$ cat src/rtl/axil_reg_slave_if.sv
// AXI4-Lite bus bundle (4-bit address, 32-bit data) between the core master and axil_reg_slave.
// The master modport drives VALIDs/payload/response READYs, and the slave modport drives the rest.
interface axil_reg_slave_if;
  logic        S_AXI_AWVALID;
  logic        S_AXI_AWREADY;
  logic [3:0]  S_AXI_AWADDR;
  logic [2:0]  S_AXI_AWPROT;
  logic        S_AXI_WVALID;
  logic        S_AXI_WREADY;
  logic [31:0] S_AXI_WDATA;
  logic [3:0]  S_AXI_WSTRB;
  logic        S_AXI_BVALID;
  logic        S_AXI_BREADY;
  logic [1:0]  S_AXI_BRESP;
  logic        S_AXI_ARVALID;
  logic        S_AXI_ARREADY;
  logic [3:0]  S_AXI_ARADDR;
  logic [2:0]  S_AXI_ARPROT;
  logic        S_AXI_RVALID;
  logic        S_AXI_RREADY;
  logic [31:0] S_AXI_RDATA;
  logic [1:0]  S_AXI_RRESP;

  modport master (
    output S_AXI_AWVALID, S_AXI_AWADDR, S_AXI_AWPROT,
    output S_AXI_WVALID, S_AXI_WDATA, S_AXI_WSTRB,
    output S_AXI_BREADY,
    output S_AXI_ARVALID, S_AXI_ARADDR, S_AXI_ARPROT,
    output S_AXI_RREADY,
    input  S_AXI_AWREADY, S_AXI_WREADY,
    input  S_AXI_BVALID, S_AXI_BRESP,
    input  S_AXI_ARREADY,
    input  S_AXI_RVALID, S_AXI_RDATA, S_AXI_RRESP
  );

  modport slave (
    input  S_AXI_AWVALID, S_AXI_AWADDR, S_AXI_AWPROT,
    input  S_AXI_WVALID, S_AXI_WDATA, S_AXI_WSTRB,
    input  S_AXI_BREADY,
    input  S_AXI_ARVALID, S_AXI_ARADDR, S_AXI_ARPROT,
    input  S_AXI_RREADY,
    output S_AXI_AWREADY, S_AXI_WREADY,
    output S_AXI_BVALID, S_AXI_BRESP,
    output S_AXI_ARREADY,
    output S_AXI_RVALID, S_AXI_RDATA, S_AXI_RRESP
  );
endinterface

$ cat src/rtl/axil_reg_slave.sv
// AXI4-Lite slave with three R/W control regs and one R/O status word. Commit and read-response latency is 1 edge, and B/R are held until READY.
// AW/W stall while BVALID is set, and AR stalls while RVALID is set. AXIL_RO_SLVERR_EN selects SLVERR for writes to reg3.
module axil_reg_slave #(
  parameter logic [31:0] RESET_VAL0 = 32'h0000_0000,
  parameter logic [31:0] RESET_VAL1 = 32'h0000_0000,
  parameter logic [31:0] RESET_VAL2 = 32'h0000_0000
) (
  input  logic               i_clk,
  input  logic               i_reset_n,
  axil_reg_slave_if.slave    s_axi,
  output logic [31:0]        o_reg0,
  output logic [31:0]        o_reg1,
  output logic [31:0]        o_reg2,
  input  logic [31:0]        i_status
);

`ifdef AXIL_RO_SLVERR_EN
  localparam logic [1:0] RO_WR_RESP = 2'b10;
`else
  localparam logic [1:0] RO_WR_RESP = 2'b00;
`endif
  localparam logic [1:0] RESP_OKAY = 2'b00;

  logic        aw_held_q, aw_held_d;
  logic [1:0]  aw_sel_q, aw_sel_d;
  logic        w_held_q, w_held_d;
  logic [31:0] w_data_q, w_data_d;
  logic [3:0]  w_strb_q, w_strb_d;
  logic        bvalid_q, bvalid_d;
  logic [1:0]  bresp_q, bresp_d;
  logic        rvalid_q, rvalid_d;
  logic [31:0] rdata_q, rdata_d;
  logic [31:0] reg0_q, reg0_d;
  logic [31:0] reg1_q, reg1_d;
  logic [31:0] reg2_q, reg2_d;

  logic        awready, wready, arready;
  logic        aw_hs, w_hs, ar_hs, commit;
  logic [1:0]  wr_sel;
  logic [31:0] wr_data;
  logic [3:0]  wr_strb;

  logic unused_ok;
  assign unused_ok = ^{s_axi.S_AXI_AWADDR[1:0], s_axi.S_AXI_ARADDR[1:0],
                       s_axi.S_AXI_AWPROT, s_axi.S_AXI_ARPROT};

  function automatic logic [31:0] apply_strb(input logic [31:0] old_val,
                                             input logic [31:0] new_val,
                                             input logic [3:0]  strb);
    logic [31:0] res;
    res = old_val;
    for (int k = 0; k < 4; k++) begin
      if (strb[k]) res[8*k +: 8] = new_val[8*k +: 8];
    end
    return res;
  endfunction

  assign awready = !aw_held_q && !bvalid_q;
  assign wready  = !w_held_q && !bvalid_q;
  assign arready = !rvalid_q;

  assign aw_hs = s_axi.S_AXI_AWVALID && awready;
  assign w_hs  = s_axi.S_AXI_WVALID && wready;
  assign ar_hs = s_axi.S_AXI_ARVALID && arready;

  // A side that is already held takes precedence over the live bus for the commit payload.
  assign commit  = (aw_held_q || aw_hs) && (w_held_q || w_hs);
  assign wr_sel  = aw_held_q ? aw_sel_q : s_axi.S_AXI_AWADDR[3:2];
  assign wr_data = w_held_q ? w_data_q : s_axi.S_AXI_WDATA;
  assign wr_strb = w_held_q ? w_strb_q : s_axi.S_AXI_WSTRB;

  always_comb begin
    aw_held_d = aw_held_q;
    aw_sel_d  = aw_sel_q;
    w_held_d  = w_held_q;
    w_data_d  = w_data_q;
    w_strb_d  = w_strb_q;
    bvalid_d  = bvalid_q;
    bresp_d   = bresp_q;
    reg0_d    = reg0_q;
    reg1_d    = reg1_q;
    reg2_d    = reg2_q;

    if (bvalid_q && s_axi.S_AXI_BREADY) bvalid_d = 1'b0;

    if (commit) begin
      aw_held_d = 1'b0;
      w_held_d  = 1'b0;
      bvalid_d  = 1'b1;
      bresp_d   = RESP_OKAY;
      case (wr_sel)
        2'd0:    reg0_d  = apply_strb(reg0_q, wr_data, wr_strb);
        2'd1:    reg1_d  = apply_strb(reg1_q, wr_data, wr_strb);
        2'd2:    reg2_d  = apply_strb(reg2_q, wr_data, wr_strb);
        default: bresp_d = RO_WR_RESP;
      endcase
    end else begin
      if (aw_hs) begin
        aw_held_d = 1'b1;
        aw_sel_d  = s_axi.S_AXI_AWADDR[3:2];
      end
      if (w_hs) begin
        w_held_d = 1'b1;
        w_data_d = s_axi.S_AXI_WDATA;
        w_strb_d = s_axi.S_AXI_WSTRB;
      end
    end
  end

  // Read captures the pre-write register value, so a same-edge write is not visible yet.
  always_comb begin
    rvalid_d = rvalid_q;
    rdata_d  = rdata_q;
    if (ar_hs) begin
      rvalid_d = 1'b1;
      case (s_axi.S_AXI_ARADDR[3:2])
        2'd0:    rdata_d = reg0_q;
        2'd1:    rdata_d = reg1_q;
        2'd2:    rdata_d = reg2_q;
        default: rdata_d = i_status;
      endcase
    end else if (rvalid_q && s_axi.S_AXI_RREADY) begin
      rvalid_d = 1'b0;
    end
  end

  always_ff @(posedge i_clk or negedge i_reset_n) begin
    if (!i_reset_n) begin
      aw_held_q <= 1'b0;
      aw_sel_q  <= 2'd0;
      w_held_q  <= 1'b0;
      w_data_q  <= 32'd0;
      w_strb_q  <= 4'd0;
      bvalid_q  <= 1'b0;
      bresp_q   <= 2'b00;
      rvalid_q  <= 1'b0;
      rdata_q   <= 32'd0;
      reg0_q    <= RESET_VAL0;
      reg1_q    <= RESET_VAL1;
      reg2_q    <= RESET_VAL2;
    end else begin
      aw_held_q <= aw_held_d;
      aw_sel_q  <= aw_sel_d;
      w_held_q  <= w_held_d;
      w_data_q  <= w_data_d;
      w_strb_q  <= w_strb_d;
      bvalid_q  <= bvalid_d;
      bresp_q   <= bresp_d;
      rvalid_q  <= rvalid_d;
      rdata_q   <= rdata_d;
      reg0_q    <= reg0_d;
      reg1_q    <= reg1_d;
      reg2_q    <= reg2_d;
    end
  end

  assign s_axi.S_AXI_AWREADY = awready;
  assign s_axi.S_AXI_WREADY  = wready;
  assign s_axi.S_AXI_BVALID  = bvalid_q;
  assign s_axi.S_AXI_BRESP   = bresp_q;
  assign s_axi.S_AXI_ARREADY = arready;
  assign s_axi.S_AXI_RVALID  = rvalid_q;
  assign s_axi.S_AXI_RDATA   = rdata_q;
  assign s_axi.S_AXI_RRESP   = RESP_OKAY;

  assign o_reg0 = reg0_q;
  assign o_reg1 = reg1_q;
  assign o_reg2 = reg2_q;

endmodule

$ cat src/flat_wrapper.sv
// flat-port wrapper written by rule: the top's interface ports become plain ports
module axil_reg_slave_flat 
#(
  parameter logic [31:0] RESET_VAL0 = 32'h0000_0000,
  parameter logic [31:0] RESET_VAL1 = 32'h0000_0000,
  parameter logic [31:0] RESET_VAL2 = 32'h0000_0000
)
  (i_clk, i_reset_n, o_reg0, o_reg1, o_reg2, i_status, s_axi_S_AXI_AWVALID, s_axi_S_AXI_AWADDR, s_axi_S_AXI_AWPROT, s_axi_S_AXI_WVALID, s_axi_S_AXI_WDATA, s_axi_S_AXI_WSTRB, s_axi_S_AXI_BREADY, s_axi_S_AXI_ARVALID, s_axi_S_AXI_ARADDR, s_axi_S_AXI_ARPROT, s_axi_S_AXI_RREADY, s_axi_S_AXI_AWREADY, s_axi_S_AXI_WREADY, s_axi_S_AXI_BVALID, s_axi_S_AXI_BRESP, s_axi_S_AXI_ARREADY, s_axi_S_AXI_RVALID, s_axi_S_AXI_RDATA, s_axi_S_AXI_RRESP);
  axil_reg_slave_if s_axi_i ();
  input  logic i_clk;
  input  logic i_reset_n;
  output logic [31:0] o_reg0;
  output logic [31:0] o_reg1;
  output logic [31:0] o_reg2;
  input  logic [31:0] i_status;
  input wire logic [$bits(s_axi_i.S_AXI_AWVALID)-1:0] s_axi_S_AXI_AWVALID;
  input wire logic [$bits(s_axi_i.S_AXI_AWADDR)-1:0] s_axi_S_AXI_AWADDR;
  input wire logic [$bits(s_axi_i.S_AXI_AWPROT)-1:0] s_axi_S_AXI_AWPROT;
  input wire logic [$bits(s_axi_i.S_AXI_WVALID)-1:0] s_axi_S_AXI_WVALID;
  input wire logic [$bits(s_axi_i.S_AXI_WDATA)-1:0] s_axi_S_AXI_WDATA;
  input wire logic [$bits(s_axi_i.S_AXI_WSTRB)-1:0] s_axi_S_AXI_WSTRB;
  input wire logic [$bits(s_axi_i.S_AXI_BREADY)-1:0] s_axi_S_AXI_BREADY;
  input wire logic [$bits(s_axi_i.S_AXI_ARVALID)-1:0] s_axi_S_AXI_ARVALID;
  input wire logic [$bits(s_axi_i.S_AXI_ARADDR)-1:0] s_axi_S_AXI_ARADDR;
  input wire logic [$bits(s_axi_i.S_AXI_ARPROT)-1:0] s_axi_S_AXI_ARPROT;
  input wire logic [$bits(s_axi_i.S_AXI_RREADY)-1:0] s_axi_S_AXI_RREADY;
  output wire logic [$bits(s_axi_i.S_AXI_AWREADY)-1:0] s_axi_S_AXI_AWREADY;
  output wire logic [$bits(s_axi_i.S_AXI_WREADY)-1:0] s_axi_S_AXI_WREADY;
  output wire logic [$bits(s_axi_i.S_AXI_BVALID)-1:0] s_axi_S_AXI_BVALID;
  output wire logic [$bits(s_axi_i.S_AXI_BRESP)-1:0] s_axi_S_AXI_BRESP;
  output wire logic [$bits(s_axi_i.S_AXI_ARREADY)-1:0] s_axi_S_AXI_ARREADY;
  output wire logic [$bits(s_axi_i.S_AXI_RVALID)-1:0] s_axi_S_AXI_RVALID;
  output wire logic [$bits(s_axi_i.S_AXI_RDATA)-1:0] s_axi_S_AXI_RDATA;
  output wire logic [$bits(s_axi_i.S_AXI_RRESP)-1:0] s_axi_S_AXI_RRESP;
  assign s_axi_i.S_AXI_AWVALID = s_axi_S_AXI_AWVALID;
  assign s_axi_i.S_AXI_AWADDR = s_axi_S_AXI_AWADDR;
  assign s_axi_i.S_AXI_AWPROT = s_axi_S_AXI_AWPROT;
  assign s_axi_i.S_AXI_WVALID = s_axi_S_AXI_WVALID;
  assign s_axi_i.S_AXI_WDATA = s_axi_S_AXI_WDATA;
  assign s_axi_i.S_AXI_WSTRB = s_axi_S_AXI_WSTRB;
  assign s_axi_i.S_AXI_BREADY = s_axi_S_AXI_BREADY;
  assign s_axi_i.S_AXI_ARVALID = s_axi_S_AXI_ARVALID;
  assign s_axi_i.S_AXI_ARADDR = s_axi_S_AXI_ARADDR;
  assign s_axi_i.S_AXI_ARPROT = s_axi_S_AXI_ARPROT;
  assign s_axi_i.S_AXI_RREADY = s_axi_S_AXI_RREADY;
  assign s_axi_S_AXI_AWREADY = s_axi_i.S_AXI_AWREADY;
  assign s_axi_S_AXI_WREADY = s_axi_i.S_AXI_WREADY;
  assign s_axi_S_AXI_BVALID = s_axi_i.S_AXI_BVALID;
  assign s_axi_S_AXI_BRESP = s_axi_i.S_AXI_BRESP;
  assign s_axi_S_AXI_ARREADY = s_axi_i.S_AXI_ARREADY;
  assign s_axi_S_AXI_RVALID = s_axi_i.S_AXI_RVALID;
  assign s_axi_S_AXI_RDATA = s_axi_i.S_AXI_RDATA;
  assign s_axi_S_AXI_RRESP = s_axi_i.S_AXI_RRESP;
  axil_reg_slave #(.RESET_VAL0(RESET_VAL0), .RESET_VAL1(RESET_VAL1), .RESET_VAL2(RESET_VAL2)) u_core (.i_clk(i_clk), .i_reset_n(i_reset_n), .s_axi(s_axi_i), .o_reg0(o_reg0), .o_reg1(o_reg1), .o_reg2(o_reg2), .i_status(i_status));
endmodule
$ cat config.mk
export PLATFORM = sky130hd
export DESIGN_NAME = axil_reg_slave_flat
export DESIGN_NICKNAME = d
export VERILOG_FILES = /design/src/rtl/axil_reg_slave_if.sv /design/src/rtl/axil_reg_slave.sv /design/src/flat_wrapper.sv
export SDC_FILE = /design/constraint.sdc
export NUM_CORES = 1
export LEC_CHECK = 0
export ABC_AREA = 1
export BUFFER_PORTS_ARGS = -buffer_cell sky130_fd_sc_hd__buf_2
export CAP_MARGIN = 20
export CORE_AREA = 2 2 131 145
export CTS_CLUSTER_DIAMETER = 200
export CTS_CLUSTER_SIZE = 24
export DETAILED_ROUTE_END_ITERATION = 8
export DIE_AREA = 0 0 133 147
export GPL_TIMING_DRIVEN = 0
export PLACE_DENSITY_LB_ADDON = 0.1
export SETUP_SLACK_MARGIN = 0.2
export SYNTH_ARGS = -nofsm -noshare
export SYNTH_HDL_FRONTEND = slang
export SYNTH_SLANG_ARGS = --single-unit
$ cat constraint.sdc
create_clock -name i_clk -period 1.7 [get_ports i_clk]
set_input_delay 0.17 -clock i_clk [delete_from_list [all_inputs] [get_ports i_clk]]
set_output_delay 0.17 -clock i_clk [all_outputs]
set_load 0.01 [all_outputs]
==> results.sh <==
export IMPL_first_pass_iters=7
export IMPL_final_nets=1394
export IMPL_crit_path_top_delay_cell="dfrtp_1"
export IMPL_clock_skew_ps=13.7
export IMPL_grt_overflow=0
export IMPL_netlist_top_cells_area="dfrtp_1 (53%), nand2_1 (22%), nand3_1 (6.7%), o21ai_0 (3.5%), inv_1 (2.4%)"
export IMPL_core_area_um2=18200
export IMPL_critPathMaxStageDelay_ps=400
export IMPL_arrival_ps=1360
export IMPL_drc=0
export IMPL_dieWidth_um=133
export IMPL_post_drt_wl_per_cell_um=16.8
export IMPL_fillers=1682
export IMPL_path_max_fanout=8
export IMPL_ant_nets=0
export IMPL_synthesis_area_um2=8000
export IMPL_ys_warn_count=0
export IMPL_cts_buffers=17
export IMPL_fin_setup_tns_ps=0
export IMPL_hpwl_um=18900
export IMPL_ys_seq_area_share_pct=53.2
export IMPL_wl_um=26200
export IMPL_start_util_pct=44.1
export IMPL_cts_root_buf="clkbuf_16"
export IMPL_status="complete, no violations"
export IMPL_timing_worst_setup_path_type="register to primary output"
export IMPL_p_leak_nw=5.91
export IMPL_antenna_found_initial=0
export IMPL_synthCells=1024
export IMPL_cts_tree="done"
export IMPL_grt_util_all_layers_pct=26.3
export IMPL_hold_path_class="input port to register"
export IMPL_first_iter_violations=536
export IMPL_final_util_pct=60.5
export IMPL_hold_violations=0
export IMPL_gp_congestion=0.889
export IMPL_fin_crit_ps=1530
export IMPL_num_rows=52
export IMPL_crit_required_ps=1530
export IMPL_drive_above_1_share_pct=29.5
export IMPL_period_share_pct=89.7
export IMPL_via_per_inst=4.97
export IMPL_synth_cell_types=23
export IMPL_io_buffer_count=211
export IMPL_clkTransAtPathRegs_ps=70
export IMPL_clock_sinks=170
export IMPL_cap_violations=0
export IMPL_ff_latch_area_um2=4260
export IMPL_final_area_um2=11000
export IMPL_syn2layout_area_growth_pct=37.3
export IMPL_ir_drop_v=0.00108
export IMPL_grt_max_degree=93
export IMPL_cp_cell_sequence="buf_6 > buf_8 > nor2_4 > buf_6"
export IMPL_syn_area_per_cell_um2=7.81
export IMPL_diodes=0
export IMPL_grt_pass1_vias=7300
export IMPL_slew_headroom_pct=58.2
export IMPL_cts_htree_levels=4
export IMPL_cp_common_cell="buf_6"
export IMPL_critPathLaunchType="register"
export IMPL_synth_ff_latch_count=170
export IMPL_synth_top_area_share_pct=53.2
export IMPL_grt_pass1_wl_um=39800
export IMPL_setup_viol=0
export IMPL_powerDensity_nw_per_um2=1850
export IMPL_rrSetupSlack_ps=200
export IMPL_multi_input_area_um2=3650
export IMPL_die_area_um2=19600
export IMPL_vias=7759
export IMPL_synth_top_cell_by_area="dfrtp_1"
export IMPL_place_area_um2=9410
export IMPL_io_pins=226
export IMPL_slew_viol_final=0
export IMPL_cp_end_kind="primary output"
export IMPL_tightest_slew_ps=627
export IMPL_achievable_frequency_mhz=656
export IMPL_insertion_delay_ps=440
export IMPL_rsz0062_at_grt="true"
export IMPL_cts_buffer_depth=2
export IMPL_die_height_um=147
==> Yosys cell counts <==
master	count
a21oi_1	5
a21oi_2	1
buf_2	18
buf_4	6
buf_6	1
clkbuf_1	24
conb_1	1
dfrtp_1	170
inv_1	52
inv_2	2
nand2_1	467
nand2_2	11
nand2_4	2
nand3_1	107
nand3_2	5
nand4_1	22
nor2_1	21
nor2_2	6
nor2_4	8
nor2_8	1
o21ai_0	56
o21ai_1	37
o21bai_1	1
==> worst max-delay path: cells and delay by family, from the launching register on <==
kind	cells	cell delay, ps
DFF	1	400
buffers and inverters	3	410
and+or+nand+nor	1	120
==> cells in the final DEF, fill, tap and decap left out, drive strengths merged, types with 6 or more instances in the layout <==
cell           n
buf          268
dlygate4sd3   16
clkbuf        47
dfrtp        170
nand3        112
o21ai         93
nand4         22
a21oi          6
inv           55
nand2        480
nor2          36
==> metrics by stage <==
step	setup WS, ps	cells	hold slack, ps	power [mW]
global route	104	1561	22.7	21.6
CTS	184	1544	2.51	19.1
global placement	-2370	1481	350	14.3
finish	175	1561	7.67	20.3
detailed placement	-20.5	1482	211	14.4
floorplan	250	1027	-126	11.2
==> area by class of cell <==
type	count	area share, %
Clock inverter	9	1.23
Inverter	54	1.89
Sequential cell	170	38.8
Tap cell	243	2.77
Timing Repair Buffer	259	14.4
Clock buffer	23	4.53
Multi-Input combinational cell	754	33.3
Buffer	49	3.12
==> final timing paths <==
kind	start	to	cells past startpoint
setup / recovery	u_core.w_held_q	s_axi_S_AXI_WREADY	4
hold / removal	s_axi_S_AXI_WDATA[25]	u_core.w_data_q[25]	3
setup reg to reg	u_core.w_held_q	u_core.o_reg1[5]	8
hold reg to reg	u_core.s_axi.S_AXI_RDATA[13]	u_core.s_axi.S_AXI_RDATA[13]	2
max in group asynchronous	i_reset_n	u_core.o_reg2[11]	3
min in group asynchronous	i_reset_n	u_core.w_data_q[2]	2
==> timing repair <==
action | CTS | global route
buffers inserted | 14 | 14
hold endpoints to repair | 93 | 0
gates cloned | 0 | 3
hold buffers | 16 | 0
pin swaps | 12 | 15
setup endpoints to repair | 162 | 161
gates resized for setup | 55 | 98
==> sequential cells by signal, summed over array words and instances, names as in the netlist <==
register                   flops
u_core.w_data_q               32
u_core.aw_held_q               1
u_core.aw_sel_q                2
u_core.s_axi.S_AXI_RVALID      1
u_core.o_reg1                 32
u_core.o_reg2                 32
u_core.s_axi.S_AXI_RDATA      32
u_core.w_held_q                1
u_core.s_axi.S_AXI_BVALID      1
u_core.o_reg0                 32
u_core.w_strb_q                4
==> logic make-up (layout without fill, tap and decap cells) <==
| logic type | count (synthesis) | count (layout) | share of synthesized area, % |
|---|---|---|---|
| compound gates | 100 | 100 | 6.34 |
| buf+inv | 103 | 394 | 5.49 |
| simple gates | 650 | 650 | 34.9 |
| flops | 170 | 170 | 53.2 |
| other cells | 1 | 4 | 0.0469 |
==> layer usage <==
metal	wire length, um	GRT usage [%]	vias up	part of all wire, %
met5	0	0	-	0
met3	1570	5.42	29	6.0
met2	12500	42.7	239	48
met4	442	7.15	0	1.7
li1	-	-	3838	-
met1	11700	36.2	3653	45
==> power by group <==
group | leakage, nW | internal [mW] | total [mW] | switching (mW)
sequential | 2.16 | 5.78 | 7.11 | 1.33
combinational | 3.45 | 3.54 | 9.05 | 5.51
clock | 0.302 | 2.51 | 4.16 | 1.65
(Power assumes the default switching activity.)
